## src/rtl/write_buffer.sv

```systemverilog
// write_buffer
//   Posted-write buffer between a cache and memory. Stores are queued in a
//   small circular FIFO and drained to memory one at a time. A store to the
//   same word as the youngest queued entry is merged into that entry. A read
//   miss can snoop the buffer and forward the youngest matching store.
//
// Ports
//   clk_i, rst_n_i        clock, synchronous active-low reset
//   wr_valid_i/_ready_o   store handshake; wr_addr_i / wr_data_i store payload
//   rd_addr_i             read-miss fill address to snoop
//   rd_fwd_hit_o/_data_o  a queued store matches rd_addr_i, and its data
//   mem_req_o, mem_we_o   memory write request (always a write)
//   mem_addr_o/_data_o    head entry being written
//   mem_ack_i             memory completed the presented write
//   empty_o, full_o       occupancy flags
//   count_o               number of queued entries (0..DEPTH)
module write_buffer #(
  parameter int DEPTH = 4,
  parameter int WIDTH = 32
) (
  input  logic                     clk_i,
  input  logic                     rst_n_i,
  input  logic                     wr_valid_i,
  input  logic [WIDTH-1:0]         wr_addr_i,
  input  logic [WIDTH-1:0]         wr_data_i,
  output logic                     wr_ready_o,
  input  logic [WIDTH-1:0]         rd_addr_i,
  output logic                     rd_fwd_hit_o,
  output logic [WIDTH-1:0]         rd_fwd_data_o,
  output logic                     mem_req_o,
  output logic                     mem_we_o,
  output logic [WIDTH-1:0]         mem_addr_o,
  output logic [WIDTH-1:0]         mem_data_o,
  input  logic                     mem_ack_i,
  output logic                     empty_o,
  output logic                     full_o,
  output logic [$clog2(DEPTH):0]   count_o
);

  localparam int PTR_W = $clog2(DEPTH);
  localparam int CNT_W = PTR_W + 1;

  typedef enum logic {
    ST_IDLE = 1'b0,
    ST_REQ  = 1'b1
  } state_t;

  state_t             state_reg, state_next;
  logic [PTR_W-1:0]   head_reg, head_next;
  logic [PTR_W-1:0]   tail_reg, tail_next;
  logic [CNT_W-1:0]   count_reg, count_next;

  // Entry storage is kept in registers rather than block RAM: forwarding
  // must look at every entry combinationally in the same cycle.
  logic [WIDTH-1:0]   addr_mem [DEPTH];
  logic [WIDTH-1:0]   data_mem [DEPTH];

  logic [PTR_W-1:0]   youngest_idx;
  logic               is_full;
  logic               merge_ok;
  logic               accept;
  logic               do_push;
  logic               do_merge;
  logic               do_pop;

  // Byte offset of the snoop address is irrelevant at word granularity.
  logic               unused_rd_low;
  assign unused_rd_low = ^rd_addr_i[1:0];

  // ------------------------------------------------------------------
  // Handshake and merge decision
  // ------------------------------------------------------------------
  assign youngest_idx = tail_reg - PTR_W'(1);
  assign is_full      = (count_reg == CNT_W'(DEPTH));

  // The youngest entry cannot absorb a merge while it is also the head
  // being written to memory: its data is already on the bus.
  assign merge_ok = (count_reg != '0)
                 && (addr_mem[youngest_idx][WIDTH-1:2] == wr_addr_i[WIDTH-1:2])
                 && !((state_reg == ST_REQ) && (count_reg == CNT_W'(1)));

  assign wr_ready_o = !is_full || merge_ok;
  assign accept     = wr_valid_i && wr_ready_o;
  assign do_push    = accept && !merge_ok;
  assign do_merge   = accept && merge_ok;
  assign do_pop     = (state_reg == ST_REQ) && mem_ack_i;

  // ------------------------------------------------------------------
  // Pointers and occupancy
  // ------------------------------------------------------------------
  always_comb begin
    head_next  = do_pop  ? head_reg + PTR_W'(1) : head_reg;
    tail_next  = do_push ? tail_reg + PTR_W'(1) : tail_reg;
    count_next = count_reg + CNT_W'(do_push) - CNT_W'(do_pop);
  end

  // ------------------------------------------------------------------
  // FSM: state register
  // ------------------------------------------------------------------
  always_ff @(posedge clk_i) begin
    if (!rst_n_i) begin
      state_reg <= ST_IDLE;
      head_reg  <= '0;
      tail_reg  <= '0;
      count_reg <= '0;
    end else begin
      state_reg <= state_next;
      head_reg  <= head_next;
      tail_reg  <= tail_next;
      count_reg <= count_next;
    end
  end

  // ------------------------------------------------------------------
  // FSM: next state
  // ------------------------------------------------------------------
  always_comb begin
    state_next = state_reg;
    case (state_reg)
      ST_IDLE: begin
        if ((count_reg != '0) || accept) begin
          state_next = ST_REQ;
        end
      end
      ST_REQ: begin
        // Stay busy after a pop if anything remains (including a store
        // pushed on the same edge), so writes go out back to back.
        if (do_pop && (count_next == '0)) begin
          state_next = ST_IDLE;
        end
      end
      default: state_next = ST_IDLE;
    endcase
  end

  // ------------------------------------------------------------------
  // FSM: outputs
  // ------------------------------------------------------------------
  always_comb begin
    mem_req_o  = (state_reg == ST_REQ);
    mem_we_o   = (state_reg == ST_REQ);
    // Head entry is presented unconditionally; it is only meaningful
    // while a request is active.
    mem_addr_o = addr_mem[head_reg];
    mem_data_o = data_mem[head_reg];
  end

  // ------------------------------------------------------------------
  // Entry storage (contents deliberately survive reset; pointers and
  // count define which entries are live)
  // ------------------------------------------------------------------
  always_ff @(posedge clk_i) begin
    if (do_push) begin
      addr_mem[tail_reg] <= wr_addr_i;
      data_mem[tail_reg] <= wr_data_i;
    end else if (do_merge) begin
      data_mem[youngest_idx] <= wr_data_i;
    end
  end

  // ------------------------------------------------------------------
  // Read forwarding
  // ------------------------------------------------------------------
  logic [DEPTH-1:0] entry_match;

  generate
    for (genvar gi = 0; gi < DEPTH; gi++) begin : g_entry
      logic [PTR_W-1:0] age;
      // Age 0 is the head; an entry is live when its age is below count.
      assign age = PTR_W'(gi) - head_reg;
      assign entry_match[gi] = ({1'b0, age} < count_reg)
                            && (addr_mem[gi][WIDTH-1:2] == rd_addr_i[WIDTH-1:2]);
    end
  endgenerate

  logic [PTR_W-1:0] fwd_idx;

  always_comb begin
    rd_fwd_hit_o  = 1'b0;
    rd_fwd_data_o = '0;
    fwd_idx       = '0;
    // Walk oldest to youngest so the youngest match wins.
    for (int k = 0; k < DEPTH; k++) begin
      fwd_idx = head_reg + PTR_W'(k);
      if (entry_match[fwd_idx]) begin
        rd_fwd_hit_o  = 1'b1;
        rd_fwd_data_o = data_mem[fwd_idx];
      end
    end
  end

  // ------------------------------------------------------------------
  // Status
  // ------------------------------------------------------------------
  assign empty_o = (count_reg == '0);
  assign full_o  = is_full;
  assign count_o = count_reg;

endmodule

```

## config.mk

```make
export PLATFORM = sky130hd
export DESIGN_NAME = write_buffer
export DESIGN_NICKNAME = d
export VERILOG_FILES = /design/src/rtl/write_buffer.sv
export SDC_FILE = /design/constraint.sdc
export NUM_CORES = 1
export LEC_CHECK = 0
export BUFFER_PORTS_ARGS = -buffer_cell sky130_fd_sc_hd__buf_2
export CELL_PAD_IN_SITES_DETAIL_PLACEMENT = 0
export CELL_PAD_IN_SITES_GLOBAL_PLACEMENT = 1
export CORE_MARGIN = 1
export CORE_UTILIZATION = 50
export CTS_BUF_LIST = sky130_fd_sc_hd__clkbuf_8
export DETAILED_ROUTE_END_ITERATION = 8
export PLACE_DENSITY_LB_ADDON = 0.1
export SETUP_SLACK_MARGIN = 0.4
export SLEW_MARGIN = 10
export SYNTH_ARGS = -nofsm -noshare
export SYNTH_HDL_FRONTEND = slang
export SYNTH_SLANG_ARGS = --single-unit
```

## constraint.sdc

```tcl
create_clock -name clk_i -period 16.4 [get_ports clk_i]
set_clock_uncertainty 0.15 [all_clocks]
set_input_delay 0.82 -clock clk_i [delete_from_list [all_inputs] [get_ports clk_i]]
set_output_delay 0.82 -clock clk_i [all_outputs]
set_load 0.02 [all_outputs]
```

# Word-level counts from Yosys, hierarchy flattened
# Memory sizes are Yosys's and may differ from the RTL's. A register that Yosys moved wholly into a read port is not among the register bits.
# Cells that the tools add are included.
# word_totals
register_bits	8
word_cells	85
in_bits	100
out_inout_bits	105
ramBits	256
mem_count	2
# op_classes
mux	31
add_sub_neg	11
n_eq_ne	7
n_bitwise	1
reduce_logical	21
n_lt_le_gt_ge	8
# memory_table
name	depth	word_bits	read_ports	rd_ports_with_merged_regs	write_ports	line	text
addr_mem	4	32	6	1	1	55	logic [WIDTH-1:0] addr_mem [DEPTH];
data_mem	4	32	4	1	1	56	logic [WIDTH-1:0] data_mem [DEPTH];
# op_table
cell	n
$mux W32	5
$eq A30 B30 Y1	5
$reduce_or A32 Y1	1
$mux W1	16
$logic_and A1 B1 Y1	12
$lt A2 B3 Y1	4
$lt A2 B3 Y1 const B	4
$mux W2	5
$bmux W1 S2	4
$logic_not A3 Y1	2
$add A2 B1 Y2 const B	2
$add A2 B2 Y2 const B	2
$sub A1 B2 Y2 const A	2
$sub A2 B2 Y2 const A	2
$add A3 B1 Y3	1
$eq A3 B1 Y1 const B	1
$eq A3 B3 Y1 const B	1
$logic_not A1 Y1	3
$reduce_bool A3 Y1	1
$sub A3 B1 Y3	1
$logic_or A1 B1 Y1	2
$pmux W1 S2	1
$sub A2 B1 Y2 const B	1
$not A1 Y1	1

# Depth between registers and ports, before layout
# An unclocked memory read counts as a cell.
# logic_depth
word_depth	14
mapped_depth	23
ltp_nobuf	18

# Least setup slack after synthesis
# No wires, ideal clock.
# synth_path
path_kind	reg2reg
start	register tail_reg[0]
end	memory data_mem[3][0] (enable)
t_required_ns	15.779
setup_time_ns	0.471
setup_slack_ns	10.248
path_buffers	4
stages_incl_launch_ff	14
period_less_slack_ns	6.152
arrival_time_ns	5.531
cell_sequence	dfxtp_1 -> buf_6 -> buf_2 -> inv_1 -> ha_1 -> clkbuf_1 -> clkbuf_1 -> mux4_2 -> xnor2_1 -> nand4_1 -> nor4_2 -> nand2_2 -> or3_1 -> a21boi_0
# synth_via
elab_chain_cells	13
elab_cells_between_ends	18
classes_between	1 x add/sub; 1 x eq/ne; 7 x mux; 8 x reduce/logical; 1 x memory
# synth_rtl
element	line	text
start, declared	50	logic [PTR_W-1:0] tail_reg, tail_next;
start signal, assigned	109	tail_reg <= tail_next;
$sub A2 B1 Y2 *	73	assign youngest_idx = tail_reg - PTR_W'(1);
named net youngest_idx[0]	58	logic [PTR_W-1:0] youngest_idx;
$mem_v2 Z4 W32	n/a	
$eq A30 B30 Y1	79	&& (addr_mem[youngest_idx][WIDTH-1:2] == wr_addr_i[WIDTH-1:2])
$logic_and A1 B1 Y1	79	
$logic_and A1 B1 Y1	80	&& !((state_reg == ST_REQ) && (count_reg == CNT_W'(1)));
$logic_or A1 B1 Y1	82	assign wr_ready_o = !is_full || merge_ok;
$logic_and A1 B1 Y1	83	assign accept = wr_valid_i && wr_ready_o;
$logic_and A1 B1 Y1	85	assign do_merge = accept && merge_ok;
$mux W1	156	end else if (do_merge) begin
$mux W1	153	if (do_push) begin
$mux W1 (not written as such)	157	data_mem[youngest_idx] <= wr_data_i;
$reduce_or A32 Y1 (no line)	n/a	
$mux W2 (no line) / $mux W1 (equally long branches)	n/a	
end, declared	56	
# Mark *: on every way through the listed nets, which the timed path passes. The rest lies on a longest branch.

# Worst setup path in the final report
# layout_path
start	register tail_reg[0]
end	register state_reg (netlist: mem_req_o)
# layout_via
elab_chain_cells	14
elab_cells_between_ends	17
classes_between	3 x add/sub; 1 x eq/ne; 3 x mux; 9 x reduce/logical; 1 x memory
# layout_rtl
element	line	text
$sub A2 B1 Y2 *	73	
named net youngest_idx[0]	58	
$mem_v2 Z4 W32 *	n/a	
$eq A30 B30 Y1 *	79	
$logic_and A1 B1 Y1 *	79	
$logic_and A1 B1 Y1 *	80	
$logic_or A1 B1 Y1	82	
$logic_and A1 B1 Y1	83	
$logic_and A1 B1 Y1	84	assign do_push = accept && !merge_ok;
$add A3 B1 Y3	94	count_next = count_reg + CNT_W'(do_push) - CNT_W'(do_pop);
$sub A3 B1 Y3	94	
$logic_not A3 Y1	128	if (do_pop && (count_next == '0)) begin
$logic_and A1 B1 Y1	128	
$mux W1	128	
$pmux W1 S2 *	119	case (state_reg)
end signal, assigned	107	state_reg <= state_next;
end, declared	48	state_t state_reg, state_next;
# Marked as above.
# A chain may end at the register's enable or synchronous reset.

==> summary.md <==
| Metric | Value |
|---|---|
| WP buf/inv | `6` |
| PD cells | `between 100 and 150 mW/mm2` |
| Slew headroom | `0.252` |
| Final wirelength | `about 41000 um` |
| Clock power frac | `0.267` |
| CP Launch Point | `tail_reg[0]` |
| Grt ovf | `0` |
| Syn. warnings | `0` |
| Psw | `roughly 0.00071 W` |
| Comb pwr share | `0.310` |
| Die area | `0.0323 mm2` |
| Util after Layout | `0.582` |
| FF-to-FF Start | `tail_reg[0]` |
| Worst reg2reg endpoint | `mem_req_o` |
| Most numerous cell on the critical path | `inv_1` |
| Clk root buf | `clkbuf_8` |
| Failing checks | `design-rule violations` |
| Hold-fix buffers, CTS | `0` |
| Period minus WS final | `about 6.3 ns` |
| VDD IR max | `about 0.000071 V` |
| Largest net degree at the start of global routing | `88` |
| Layout cells sized above 1 | `0.366` |
| Max FO, Critical Path | `39` |
| Ordered list of cells on the worst path | `buf_4 -> inv_1 -> ha_1 -> buf_4 -> mux4_1 -> xnor2_1 -> nand4_1 -> nor4_2 -> nand2_2 -> and3_4 -> inv_1 -> ha_1 -> inv_1 -> ha_1 -> inv_1 -> fa_1 -> xnor2_1 -> xnor2_1 -> o21ai_0 -> a21oi_1` |
| Worst slew pin tran | `roughly 1.1 ns` |
| Gr usage total | `0.257` |
| Final Max Tran Viols | `0` |
| Setup TNS Final | `0 ns` |
| # fillers | `~2500` |
| Synthesized instance count | `1061` |
| Chip Height | `180 um` |
| Count of input and output buffers | `around 200` |
| Synth-to-Final Area Change | `13.5%` |
| Starting Density | `0.513` |
| Wire per inst | `24.6 um` |
| Reg2Reg Setup Slack | `10.07 ns` |
| Postcts setup bufs | `0` |
| Number of synthesized flops with an enable pin | `about 260` |
| Critical Path Sink | `mem_req_o` |
| H-tree levels | `2` |
| Worst path depth | `20` |
| Status | `complete, but fails checks` |
| CP peak stage delay | `0.94 ns` |
| Critical path required time | `around 17 ns` |
| Sw Ratio | `0.331` |
| Final-report hold violation count | `0` |
| Post-synthesis sequential area ratio | `0.499` |
| Leakage | `~6 nW` |
| Num CTS Buffers | `46` |
| Mapped Area | `0.0158 mm2` |
| Ys flop type | `edfxtp_1` |
| DRC viols | `26` |
| Initial DRC Count | `756` |
| Vias | `just over 10000` |
| Final setup fails | `0` |
| CTS Sinks | `roughly 270` |
| Nets@finish | `~1400` |
| Avg Inst Size Synth | `around 15 um2` |
| Antenna violations before repair | `3` |
| RD Place Congestion | `0.885` |
| CP Class | `reg -> reg` |
| Drt first pass iters | `8` |
| Startpoint Class | `flop` |
| Max Cap Viol | `0` |
| Clock latency on the worst-skew pair | `0.56 ns` |
| Final total power | `0.00215 W` |
| Placed wire-length estimate | `about 27000 um` |
| Worst-path clk slew | `~0.060 ns` |
| First-pass GRT wire length | `roughly 62000 um` |
| Vias in the first global route | `~10000` |
| Synth cell types | `50` |
| Clock buffer depth | `3` |
| Core area | `between 0.03 and 0.04 mm2` |
| CTS tree | `done` |
| Antenna viol nets, final | `0` |
| Drt via density | `just over 6` |
| Critical-path top delay cell | `ha_1` |
| Row cnt | `64` |
| Crit path arrival time | `around 6.6 ns` |
| Die W | `180 um` |
| Internal power | `between 0.001 and 0.0015 W` |
| Fmax | `158 MHz` |
| Hold_ws | `0.322 ns` |
| CP Capture Type | `flop` |
| Share of power burned in registers | `0.422` |
| Worst reg2reg path depth | `20` |
| FFs w/ async S/R, synth | `0` |
| Register bit total from synthesis | `266` |
| Min-Delay Path Class | `in -> reg` |
| Cts repair resizes | `0` |
| Worst path top cell family by delay | `adder cells` |
| RSZ-0062 raised after global routing | `no` |
| Post-Syn Nets | `roughly 1200` |
| Ports | `205` |
| Post-route clock period utilization | `0.386` |
[synth_stat cells (all sizes together) (2+ instances only)]
cell | number | area (um2)
nor3 | 8 | 40.0
mux2 | 21 | 236
edfxtp | 256 | 7690
xor2 | 114 | 998
nand4 | 15 | 93.8
nand2 | 42 | 160
nand3 | 7 | 35.0
buf | 42 | 250
nor4 | 33 | 219
nor2 | 33 | 124
o21ai | 28 | 140
xnor2 | 42 | 368
o211a | 20 | 200
nand3b | 6 | 45.0
mux4 | 152 | 3440
o22a | 5 | 43.8
a21boi | 6 | 45.1
a221oi | 7 | 105
nor2b | 5 | 31.3
a21oi | 27 | 135
o211ai | 20 | 150
ha | 10 | 125
o21a | 2 | 15.0
dfxtp | 10 | 200
inv | 40 | 150
a22oi | 7 | 52.6
o22ai | 20 | 125
mux2i | 23 | 230
a2111oi | 6 | 83.8
and2 | 13 | 81.3
clkbuf | 33 | 124
[metrics by stage]
stage / instances / setup slack, ns / cell area, um2
floorplan: 1061 / 10.25 / 15800
CTS: 1677 / 9.96 / 17900
detailed placement: 1597 / 9.96 / 17100
global route: 1677 / 9.73 / 17900
global placement: 1597 / 10.02 / 17100
finish: 1680 / 10.07 / 17900
[worst min path at each step]
stage / slack (ns) / start / cells past startpoint / end
final: 0.32 / wr_data_i[9] / 1 / data_mem[1][9]
after global routing: 0.30 / wr_data_i[20] / 1 / data_mem[0][20]
after global placement: 0.38 / mem_req_o / 2 / mem_req_o
after floorplan: 0.40 / tail_reg[1] / 2 / tail_reg[1]
after detailed placement: 0.39 / mem_req_o / 2 / mem_req_o
after CTS: 0.28 / wr_data_i[20] / 1 / data_mem[0][20]
[kinds of logic (layout without fill, tap and decap cells)]
logic type	count (synthesis)	in the layout	synth area share
flops	266	266	0.499
mux	196	196	0.247
simple gates	166	166	0.0548
xor+xnor	156	156	0.0864
compound gates	151	151	0.0709
buf+inv	115	335	0.0331
fa+ha+maj	11	11	0.00918
other cells	0	3	0
[power groups by stage]
| stage | Combinational, W | Sequential [W] | Clock (W) |
|---|---|---|---|
| global route | 0.000715 | 0.000922 | 0.000619 |
| detailed placement | 0.000673 | 0.000925 | 0 |
| CTS | 0.000677 | 0.000911 | 0.000589 |
| finish | 0.000669 | 0.000910 | 0.000576 |
| global placement | 0.000672 | 0.000921 | 0 |
| floorplan | 0.000508 | 0.000882 | 0 |
[per-layer routing]
metal | global-route usage | share of wire
met5 | 0 | 0.00031
met4 | 0.109 | 0.037
met3 | 0.0484 | 0.072
met2 | 0.443 | 0.51
met1 | 0.319 | 0.38
[cell type report]
cell class / count / area, um2 / area share
multi-input cells: 680 / 7420 / 0.413
clock inverters: 33 / 215 / 0.0120
repair buffers: 215 / 1110 / 0.0618
well taps: 396 / 495 / 0.0276
diodes: 3 / 7.51 / 0.000418
clock buffers: 47 / 647 / 0.0360
inverters: 40 / 150 / 0.00837
flip-flops and latches: 266 / 7900 / 0.440
[layout by cell type, fill, tap and decap left out, drive strengths merged, types with 13 or more instances in the layout]
master  Yosys  final
o22ai      20     20
buf        42    215
o211ai     20     20
xor2      114    114
inv        40     54
o21ai      28     28
nor4       33     33
clkbuf     33     47
nand2      42     42
mux4      152    152
xnor2      42     42
clkinv      0     15
mux2i      23     23
mux2       21     21
and2       13     13
o211a      20     20
a21oi      27     27
nand4      15     15
nor2       33     33
edfxtp    256    256
Note: power is estimated with default switching activity, not from simulation.
